### config.mk
export PLATFORM = sky130hd
export DESIGN_NAME = reg_dump_tx_flat
export DESIGN_NICKNAME = d
export VERILOG_FILES = /design/src/rtl/reg_dump_tx_pkg.sv /design/src/rtl/reg_dump_tx_if.sv /design/src/rtl/reg_dump_tx_byte_serializer.sv /design/src/rtl/reg_dump_tx.sv /design/src/flat_wrapper.sv
export SDC_FILE = /design/constraint.sdc
export NUM_CORES = 1
export LEC_CHECK = 0
export CORE_MARGIN = 2
export CORE_UTILIZATION = 35
export DETAILED_ROUTE_END_ITERATION = 16
export GPL_TIMING_DRIVEN = 0
export SLEW_MARGIN = 30
export SYNTH_ARGS = -nofsm -noshare
export SYNTH_HDL_FRONTEND = slang
export SYNTH_HIERARCHICAL = 1
export SYNTH_SLANG_ARGS = --single-unit
### constraint.sdc
create_clock -name clk -period 6.18 [get_ports clk]
set_input_delay 0.927 -clock clk [delete_from_list [all_inputs] [get_ports clk]]
set_output_delay 0.927 -clock clk [all_outputs]
set_load 0.005 [all_outputs]
### src/rtl/reg_dump_tx_pkg.sv
// Shared constants and state encoding for the end-of-run register dump transmitter.
package reg_dump_tx_pkg;

  localparam int unsigned BYTE_W      = 8;
  localparam int unsigned WORD_W      = 32;
  localparam int unsigned SEL_W       = 5;
  localparam int unsigned FRAME_BYTES = 135;

  localparam logic [BYTE_W-1:0] SOF       = 8'hA5;
  localparam logic [BYTE_W-1:0] EOF       = 8'h5A;
  localparam logic [BYTE_W-1:0] REASON_PC = 8'h01;
  localparam logic [BYTE_W-1:0] REASON_TO = 8'h02;

  localparam logic [SEL_W-1:0] LAST_REG = 5'd31;

  typedef enum logic [2:0] {
    ST_RUN,
    ST_HDR,
    ST_CNT,
    ST_SEL,
    ST_CAP,
    ST_SEND,
    ST_TRL,
    ST_DONE
  } state_t;

endpackage

### src/rtl/reg_dump_tx_if.sv
// Valid/ready byte stream from the dump framer towards the UART transmitter.
interface reg_dump_tx_if;
  import reg_dump_tx_pkg::*;

  logic [BYTE_W-1:0] tx_data;
  logic              tx_valid;
  logic              tx_ready;

  modport master (output tx_data, output tx_valid, input tx_ready);
  modport slave  (input tx_data, input tx_valid, output tx_ready);

endinterface

### src/rtl/reg_dump_tx_byte_serializer.sv
// Emits 1..4 bytes of a loaded word LSB-first over valid/ready; last_c marks the final acceptance.
module reg_dump_tx_byte_serializer
  import reg_dump_tx_pkg::*;
(
  input  logic              clk,
  input  logic              rst,
  input  logic              load,
  input  logic [WORD_W-1:0] word,
  input  logic [1:0]        nbytes_m1,
  output logic              last_c,
  reg_dump_tx_if.master     tx
);

  logic [WORD_W-BYTE_W-1:0] shift;
  logic [1:0]               left;
  logic                     accept_c;

  assign accept_c = tx.tx_valid && tx.tx_ready;
  assign last_c   = accept_c && (left == 2'd0);

  // Byte 0 goes straight to the output register; the rest wait in shift.
  always_ff @(posedge clk) begin
    if (rst) begin
      shift       <= '0;
      left        <= 2'd0;
      tx.tx_data  <= '0;
      tx.tx_valid <= 1'b0;
    end else if (load) begin
      shift       <= word[WORD_W-1:BYTE_W];
      left        <= nbytes_m1;
      tx.tx_data  <= word[BYTE_W-1:0];
      tx.tx_valid <= 1'b1;
    end else if (accept_c) begin
      if (left == 2'd0) begin
        tx.tx_valid <= 1'b0;
      end else begin
        tx.tx_data <= shift[BYTE_W-1:0];
        shift      <= {8'h00, shift[WORD_W-BYTE_W-1:BYTE_W]};
        left       <= left - 2'd1;
      end
    end
  end

endmodule

### src/rtl/reg_dump_tx.sv
// End-of-run observer: halts the core on PC match or timeout, then streams
// a framed dump (header, cycle count, x0..x31, trailer) as bytes.
module reg_dump_tx
  import reg_dump_tx_pkg::*;
#(
  parameter logic [WORD_W-1:0] HALT_PC    = 32'hF000_0100,
  parameter int unsigned       MAX_CYCLES = 1000,
  parameter int unsigned       CNT_W      = 32
) (
  input  logic              clk,
  input  logic              rst,
  input  logic [WORD_W-1:0] pc,
  output logic [SEL_W-1:0]  reg_sel,
  input  logic [WORD_W-1:0] reg_data,
  output logic              cpu_halt,
  reg_dump_tx_if.master     tx,
  output logic              done
);

  localparam logic [CNT_W-1:0] LAST_CYC = CNT_W'(MAX_CYCLES - 1);

  state_t            state, state_d;
  logic [CNT_W-1:0]  cnt;
  logic              halt_c;
  logic              pc_hit_c;
  logic [BYTE_W-1:0] reason_c;
  logic              load_c;
  logic [WORD_W-1:0] load_word_c;
  logic [1:0]        load_len_c;
  logic              last_c;

  assign pc_hit_c = (pc == HALT_PC);
  assign reason_c = pc_hit_c ? REASON_PC : REASON_TO;

  always_ff @(posedge clk) begin
    if (rst) state <= ST_RUN;
    else     state <= state_d;
  end

  // Next state plus serializer load requests; each sending state loads its
  // successor on the final acceptance so bytes can flow back to back.
  always_comb begin
    state_d     = state;
    halt_c      = 1'b0;
    load_c      = 1'b0;
    load_word_c = '0;
    load_len_c  = 2'd3;
    case (state)
      ST_RUN: begin
        halt_c = pc_hit_c || (cnt == LAST_CYC);
        if (halt_c) begin
          state_d     = ST_HDR;
          load_c      = 1'b1;
          load_word_c = {16'h0000, reason_c, SOF};
          load_len_c  = 2'd1;
        end
      end
      ST_HDR: begin
        if (last_c) begin
          state_d     = ST_CNT;
          load_c      = 1'b1;
          load_word_c = 32'(cnt);
        end
      end
      ST_CNT: begin
        if (last_c) state_d = ST_SEL;
      end
      ST_SEL: state_d = ST_CAP;
      ST_CAP: begin
        state_d     = ST_SEND;
        load_c      = 1'b1;
        load_word_c = reg_data;
      end
      ST_SEND: begin
        if (last_c) begin
          if (reg_sel == LAST_REG) begin
            state_d     = ST_TRL;
            load_c      = 1'b1;
            load_word_c = {24'h000000, EOF};
            load_len_c  = 2'd0;
          end else begin
            state_d = ST_SEL;
          end
        end
      end
      ST_TRL: begin
        if (last_c) state_d = ST_DONE;
      end
      ST_DONE: state_d = ST_DONE;
      default: state_d = ST_RUN;
    endcase
  end

  // Cycle counter, register index and status flags.
  always_ff @(posedge clk) begin
    if (rst) begin
      cnt      <= '0;
      reg_sel  <= '0;
      cpu_halt <= 1'b0;
      done     <= 1'b0;
    end else begin
      if ((state == ST_RUN) && !halt_c) cnt <= cnt + CNT_W'(1);
      if ((state == ST_CNT) && last_c) begin
        reg_sel <= '0;
      end else if ((state == ST_SEND) && last_c && (reg_sel != LAST_REG)) begin
        reg_sel <= reg_sel + 5'd1;
      end
      cpu_halt <= (state_d != ST_RUN);
      done     <= (state_d == ST_DONE);
    end
  end

  reg_dump_tx_byte_serializer u_ser (
    .clk       (clk),
    .rst       (rst),
    .load      (load_c),
    .word      (load_word_c),
    .nbytes_m1 (load_len_c),
    .last_c    (last_c),
    .tx        (tx)
  );

endmodule

### src/flat_wrapper.sv
// flat-port wrapper written by rule: the top's interface ports become plain ports
module reg_dump_tx_flat import reg_dump_tx_pkg::*;
#(
  parameter logic [WORD_W-1:0] HALT_PC    = 32'hF000_0100,
  parameter int unsigned       MAX_CYCLES = 1000,
  parameter int unsigned       CNT_W      = 32
)
  (clk, rst, pc, reg_sel, reg_data, cpu_halt, done, tx_tx_data, tx_tx_valid, tx_tx_ready);
  reg_dump_tx_if tx_i ();
  input  logic clk;
  input  logic rst;
  input  logic [WORD_W-1:0] pc;
  output logic [SEL_W-1:0] reg_sel;
  input  logic [WORD_W-1:0] reg_data;
  output logic cpu_halt;
  output logic done;
  output wire logic [$bits(tx_i.tx_data)-1:0] tx_tx_data;
  output wire logic [$bits(tx_i.tx_valid)-1:0] tx_tx_valid;
  input wire logic [$bits(tx_i.tx_ready)-1:0] tx_tx_ready;
  assign tx_tx_data = tx_i.tx_data;
  assign tx_tx_valid = tx_i.tx_valid;
  assign tx_i.tx_ready = tx_tx_ready;
  reg_dump_tx #(.HALT_PC(HALT_PC), .MAX_CYCLES(MAX_CYCLES), .CNT_W(CNT_W)) u_core (.clk(clk), .rst(rst), .pc(pc), .reg_sel(reg_sel), .reg_data(reg_data), .cpu_halt(cpu_halt), .tx(tx_i), .done(done));
endmodule
Yosys cells after proc, flatten, opt, wreduce, memory -nomap -nowiden
Cells that the tools add are included.
- equal/unequal tests: 13
- reduce and logical (&&, ||, !) cells: 16
- add/subtract/negate cells: 3
- multiplexer cells: 35
- operators by type and width (kind ; count):
    32-bit one-hot mux with 4 select lines ; 1
    24-bit two-way mux ; 3
    32-bit two-way mux ; 2
    32-bit by 1-bit adder with 32-bit output (second input constant) ; 1
    32-bit by 10-bit equality test with 1-bit output (second input constant) ; 1
    32-bit equality test (second input constant) ; 1
    8-bit two-way mux ; 3
    3-bit one-hot mux with 8 select lines ; 1
    3-bit two-way mux ; 6
    16-bit two-way mux ; 1
    3-bit equality test (second input constant) ; 5
    2-bit two-way mux ; 7
    1-bit two-way mux ; 8
    7-bit two-way mux ; 1
    3-bit by 2-bit equality test with 1-bit output (second input constant) ; 2
    1-bit logical AND ; 6
    5-bit by 1-bit adder with 5-bit output (second input constant) ; 1
    5-bit equality test (second input constant) ; 1
    5-bit != test (second input constant) ; 1
    1-bit one-hot mux with 4 select lines ; 1
    2-bit one-hot mux with 2 select lines ; 1
    2-bit AND reduction ; 2
    2-bit nonzero test ; 2
    3-bit by 1-bit equality test with 1-bit output (second input constant) ; 1
    other kinds (8) ; 8
- input bits: 67
- flip-flop bits (word level): 77
- word-level logic and storage cells: 76
- output and inout port bits: 16

Depth between registers and ports, before layout
- word-level depth: 6
- depth in mapped cells: 14
- depth with buffers taken out: 10

Hierarchy
The synthesis kept the hierarchy.
- by module, submodules not included (module ; instances ; cells an instance ; area each (um^2) ; seq. area each (um^2)):
    reg_dump_tx ; 1 ; 323 ; 2620.0 ; 840.8
    reg_dump_tx_byte_serializer ; 1 ; 183 ; 1699.1 ; 700.7

Worst setup path before layout
OpenSTA, ideal clock, no wires.
- kind: input to register
- start: in pc[24]
- end: reg u_core.u_ser.shift[6]
- data required time: 6.068 ns
- path slack: 3.325 ns
- buffers on the path: 3
- setup time: 0.112 ns
- arrival time: 2.743 ns
- cell stages on the path: 10
- cell sequence: nor4b_1 -> nand4_1 -> o22ai_4 -> buf_6 -> nand2_1 -> nand3_1 -> buf_4 -> buf_4 -> nor3_1 -> a2111oi_1
- longest elaborated chain between the ends: 6
- elaborated cells on any way between the ends: 8
- classes of those cells: eq/ne (2); mux (3); reduce/logical (3)
- ends and longest elaborated chain (item ; RTL line ; RTL):
    start, declared ; flat_wrapper.sv:12 ; input logic [WORD_W-1:0] pc;
    32-bit equality test * ; reg_dump_tx.sv:32 ; assign pc_hit_c = (pc == HALT_PC);
    1-bit logical OR * ; reg_dump_tx.sv:50 ; halt_c = pc_hit_c || (cnt == LAST_CYC);
    1-bit two-way mux * ; reg_dump_tx.sv:51 ; if (halt_c) begin
    1-bit one-hot mux with 4 select lines * ; reg_dump_tx.sv:48 ; case (state)
    via u_core.load_c ; reg_dump_tx.sv:27 ; logic load_c;
    2-bit by 1-bit != test with 1-bit output (no line) or 2-bit nonzero test (tied branches) ; n/a ;
    2-bit AND reduction (no line) ; n/a ;
    end signal, assigned ; reg_dump_tx_byte_serializer.sv:29 ; shift <= word[WORD_W-1:BYTE_W];
    end signal, assigned ; reg_dump_tx_byte_serializer.sv:38 ; shift <= {8'h00, shift[WORD_W-BYTE_W-1:BYTE_W]};
    end, declared ; reg_dump_tx_byte_serializer.sv:14 ; logic [WORD_W-BYTE_W-1:0] shift;
The timed path passes the listed nets; every way through them passes the cells marked *.
A chain may end at the register's enable or synchronous reset.

Worst setup path after layout
- start: in tx_tx_ready
- end: reg u_core.u_ser.shift[8]
- longest elaborated chain between the ends: 6
- elaborated cells on any way between the ends: 11
- classes of those cells: eq/ne (1); mux (6); reduce/logical (4)
- ends and longest elaborated chain (item ; RTL line ; RTL):
    start, declared ; flat_wrapper.sv:19 ; input wire logic [$bits(tx_i.tx_ready)-1:0] tx_tx_ready;
    1-bit logical AND * ; reg_dump_tx_byte_serializer.sv:18 ; assign accept_c = tx.tx_valid && tx.tx_ready;
    1-bit logical AND * ; reg_dump_tx_byte_serializer.sv:19 ; assign last_c = accept_c && (left == 2'd0);
    via u_core.last_c ; reg_dump_tx.sv:30 ; logic last_c;
    1-bit two-way mux (on tied branches) ; reg_dump_tx.sv:75, reg_dump_tx.sv:59 ;
    1-bit one-hot mux with 4 select lines * ; reg_dump_tx.sv:48 ;
    via u_core.load_c ; reg_dump_tx.sv:27 ;
    2-bit by 1-bit != test with 1-bit output (no line) or 2-bit nonzero test (tied branches) ; n/a ;
    2-bit AND reduction (no line) ; n/a ;
Marks and branches as above.

==> summary.md <==
- 56 — count of distinct cell types in the synthesized netlist
- 3 — H-tree lvl count
- 0.34 ns — insertion delay to the later sink of the worst-skew pair
- 6.39 ns — worst endpoint required time
- 0 — number of flops mapped to enable cells by yosys
- 19.5% — Switching Fraction
- 3.66 ns — fin crit period
- 0.123 mV — worst voltage drop across the vdd grid
- sky130_fd_sc_hd__dfxtp_1 — Synth area leader
- 4,251 — vias post-DR
- 21,800 µm — first-pass GRT wire length
- 207 nW/µm² — power density cells
- 29.3% — area fraction in and, or, nand and nor cells after synthesis
- 6 — Synth Warn #
- reg2reg — class of the tightest hold or removal check
- 10,300 µm — hpwl dp
- 10 — maximum fanout count along the critical path
- 5 — buffering stage count on the worst path with inverters included
- sky130_fd_sc_hd__dfxtp_1 (36%), sky130_fd_sc_hd__a2111oi_2 (6.3%), sky130_fd_sc_hd__a21oi_1 (4.5%), sky130_fd_sc_hd__a22o_1 (4.5%), sky130_fd_sc_hd__nor3_1 (4.1%) — top cells by area in the synthesized netlist
- 0 — DRC Markers
- 2 — Cells on Worst Hold Path
- 42.7% — Flop pwr share
- 51.8% — Clk pwr share
- 577 — Post-Syn Nets
- 0.628 ns — transition time at the pin with the least slew margin
- 0 — number of endpoints with negative hold slack in the final report
- 0.811% — post-synthesis xor/xnor area fraction
- complete, no violations — status
- 0 — grt total ovfl
- 13,200 µm² — die outline area
- buffers and inverters — kind of cell with the highest combined delay on the critical path
- 12,000 µm² — Core Area
- 5 — detailed-router iteration count before antenna repair
- 0 — count of endpoints failing setup in the final report
- 0.00571 ns — clk_skew
- 0 — initial antenna violation count
- sky130_fd_sc_hd__clkdlybuf4s50_1 — cell with the largest stage delay on the worst path
- 347 — number of DRC markers in iteration 0
- simple AND/OR/NAND/NOR gates — dominant combinational cell family by area after synthesis
- 2.11% — multiplexer area fraction after synthesis
- 18.1 µm — Routed wire per std cell
- 2500 µm² — multi-input gate area in the final layout
- 0 ns — setup TNS
- 0% — share of synthesized registers carrying an async set or reset
- 31.5% — Synth-to-Final Area Change
- 0.50 ns — slowest stage delay, CP
- 2 — buffer levels on the longest clock path
- 11.1% — share of post-route cells with drive strength above 1
- 1540 µm² — flip-flop and latch area
- 115 µm — DIE HEIGHT
- 0 — total count of max-transition violations in the final report
- 8.54 µm² — average instance area after synthesis
- sky130_fd_sc_hd__clkbuf_16 — buffer cell driving the clock tree root
- 0 — CTS hold repair buffers
- 35.7% — Seq/Total Area, Yosys
- 0.933 — RD Place Congestion
- false — RSZ-0062 raised after global routing
- 5680 µm² — Final Instance Area
- 77 — TritonCTS Sinks
- built — TritonCTS clock tree
- 82 — # port buffers
- 5.5% — Combinational Power Share
- 0.504 ns — final hold slack
- 35.7% — Synth top area share
- 506 — instance count of the mapped netlist
- 21.1% — GRT Util Overall
- 4,191 — number of global-route vias before repair
- 5.66 — per-cell via count in the routed design
- 0.229 mW — switching power
- 273 MHz — Max Fclk
- 4320 µm² — Synth Cell Area
- 5330 µm² — Placed Instance Area
- flip-flop — type of element capturing the critical path
- 58.0% — Slew Limit Headroom
- 13,600 µm — routed wire length
- sky130_fd_sc_hd__dfxtp_1 — dominant synthesized flop cell
- 3.87 ns — arrival time at the worst endpoint
- 77 — flop and latch count out of synthesis
- 0 — number of nets with antenna violations after detailed routing
- 13 — pin count of the biggest net entering global routing
- 0 — Diodes inserted
- 1,184 — count of filler cells inserted in the layout
- 0 — max_cap viols
- 12 — count of cell instances traversed by the critical path
- 10 — depth of the worst register-to-register path
- 0.06 ns — clock edge transition at the registers on the reported setup and hold paths
- 0.946 mW — internal power
- 83 — I/O pin cnt
- 47.3% — share of the core filled with cells
- input pin — startpoint type of the worst setup path
- 115 µm — Die Span X
- 59.3% — final cycle utilization of the critical path
- 670 — final-stage net count
- clkdlybuf4s50_1, nand3_1, inv_1, nand2_1, nor3_2, clkbuf_1, nor2_1, nand3_1, buf_4, buf_4, nor3_1, a2111oi_1 — Critical Path, Cell by Cell
- in2reg — worst setup path class
- 0 — PostCTS Resize Cnt
- 0 — buffers inserted by post-CTS timing repair
- 1.93 nW — cell leakage power
- 1.16% — fraction of the mapped netlist area in adder cells
- 36.0% — initial standard-cell utilization of the core
- 24.2% — share of the synthesized area in compound gates (AO/OA/AOI/OAI)
- 40 — Placement Rows
- 9 — Inserted Clock Buffers
## sequential cells by signal, summed over array words and instances (netlist names)
register	flops
u_core/reg_sel	5
u_core/cnt	32
u_core/u_ser/left	2
u_core/u_ser/tx.tx_data	8
u_core/u_ser/shift	24
u_core/state	3
u_core/done	1
u_core/u_ser/tx.tx_valid	1
u_core/cpu_halt	1
## power groups by stage
stage / Sequential [mW] / Clock (mW) / Combinational, mW
after floorplan: 0.511 / 0 / 0.0147
after global placement: 0.512 / 0 / 0.0646
after detailed placement: 0.512 / 0 / 0.0651
after CTS: 0.501 / 0.616 / 0.0653
after global routing: 0.501 / 0.638 / 0.0690
final: 0.501 / 0.608 / 0.0649
## worst reg2reg max path, stage by stage, from the launching register on
cell                        delay [ns]
sky130_fd_sc_hd__dfxtp_1          0.38
sky130_fd_sc_hd__or4_1            0.54
sky130_fd_sc_hd__or4_4            0.57
sky130_fd_sc_hd__o22ai_4          0.21
sky130_fd_sc_hd__buf_6            0.19
sky130_fd_sc_hd__nand2_1          0.18
sky130_fd_sc_hd__nand3_1          0.22
sky130_fd_sc_hd__buf_4            0.19
sky130_fd_sc_hd__buf_4            0.18
sky130_fd_sc_hd__nor3_1           0.07
sky130_fd_sc_hd__a2111oi_1        0.38
## per-layer routing
| layer | track usage (%) | vias up | share of wire, % |
|---|---|---|---|
| met3 | 3.22 | 18 | 4.3 |
| met2 | 36.5 | 128 | 49 |
| met5 | 0 | - | 0 |
| li1 | - | 2106 | - |
| met1 | 27.1 | 1999 | 45 |
| met4 | 6.35 | 0 | 1.7 |
## cell families after synthesis
family / after synthesis
and+or+nand+nor: 229
AOI/OAI and AO/OA: 130
DFF: 77
buffers and inverters: 55
muxes: 7
xor gates and xnor gates: 4
adders and majority gates: 4
## placed cells by master (no fill, tap or decap), types with 3 or more instances in the layout
cell,instances
sky130_fd_sc_hd__a2111oi_1,6
sky130_fd_sc_hd__a2111oi_2,18
sky130_fd_sc_hd__a21oi_1,39
sky130_fd_sc_hd__a22o_1,22
sky130_fd_sc_hd__a22oi_1,9
sky130_fd_sc_hd__and3_1,3
sky130_fd_sc_hd__buf_2,8
sky130_fd_sc_hd__buf_4,4
sky130_fd_sc_hd__buf_6,6
sky130_fd_sc_hd__bufinv_16,3
sky130_fd_sc_hd__clkbuf_1,21
sky130_fd_sc_hd__clkbuf_16,9
sky130_fd_sc_hd__clkdlybuf4s50_1,82
sky130_fd_sc_hd__dfxtp_1,77
sky130_fd_sc_hd__ha_1,4
sky130_fd_sc_hd__inv_1,15
sky130_fd_sc_hd__mux2_4,4
sky130_fd_sc_hd__nand2_1,40
sky130_fd_sc_hd__nand3_1,13
sky130_fd_sc_hd__nand3b_1,9
sky130_fd_sc_hd__nand4_1,11
sky130_fd_sc_hd__nor2_1,36
sky130_fd_sc_hd__nor2b_1,23
sky130_fd_sc_hd__nor3_1,33
sky130_fd_sc_hd__nor4_1,13
sky130_fd_sc_hd__nor4b_1,3
sky130_fd_sc_hd__o21ai_0,13
sky130_fd_sc_hd__o31ai_1,14
sky130_fd_sc_hd__or3_1,13
sky130_fd_sc_hd__or4_1,15
## path summary, 6_finish.rpt
kind	startpoint	to	slack (ns)
worst max-delay path	tx_tx_ready	u_core/u_ser/shift[8]	2.52
worst min-delay path	u_core/u_ser/shift[18]	u_core/u_ser/shift[18]	0.50
worst min register to register	u_core/u_ser/shift[18]	u_core/u_ser/shift[18]	0.50
worst max register to register	u_core/cnt[21]	u_core/u_ser/shift[8]	2.95
## layout make-up
class	count	area share [%]
repair buffers	82	14.4
flip-flops and latches	77	27.1
clock buffers	12	4.34
inverters	15	0.991
multi-input cells	374	44.1
well taps	147	3.24
clock inverters	4	1.67
plain buffers	40	4.10
## synth_stat cells (6+ instances only)
| cell | instances |
|---|---|
| sky130_fd_sc_hd__clkbuf_1 | 19 |
| sky130_fd_sc_hd__a22oi_1 | 9 |
| sky130_fd_sc_hd__nor2b_1 | 23 |
| sky130_fd_sc_hd__a2111oi_2 | 18 |
| sky130_fd_sc_hd__inv_1 | 15 |
| sky130_fd_sc_hd__a2111oi_1 | 6 |
| sky130_fd_sc_hd__nand3_1 | 13 |
| sky130_fd_sc_hd__nand3b_1 | 9 |
| sky130_fd_sc_hd__o31ai_1 | 14 |
| sky130_fd_sc_hd__dfxtp_1 | 77 |
| sky130_fd_sc_hd__a21oi_1 | 39 |
| sky130_fd_sc_hd__o21ai_0 | 13 |
| sky130_fd_sc_hd__nand4_1 | 11 |
| sky130_fd_sc_hd__buf_6 | 6 |
| sky130_fd_sc_hd__or3_1 | 13 |
| sky130_fd_sc_hd__or4_1 | 15 |
| sky130_fd_sc_hd__a22o_1 | 22 |
| sky130_fd_sc_hd__nor2_1 | 36 |
| sky130_fd_sc_hd__nor3_1 | 35 |
| sky130_fd_sc_hd__nand2_1 | 40 |
| sky130_fd_sc_hd__buf_2 | 8 |
| sky130_fd_sc_hd__nor4_1 | 13 |
## through the flow
| step | total power, mW | std cells | setup WS [ns] |
|---|---|---|---|
| detailed placement | 0.577 | 735 | 1.93 |
| CTS | 1.18 | 751 | 2.26 |
| global placement | 0.577 | 735 | 1.96 |
| global route | 1.21 | 751 | 2.25 |
| finish | 1.17 | 751 | 2.52 |
| floorplan | 0.526 | 506 | 3.33 |
No activity file was read; power rests on OpenSTA's default activity.
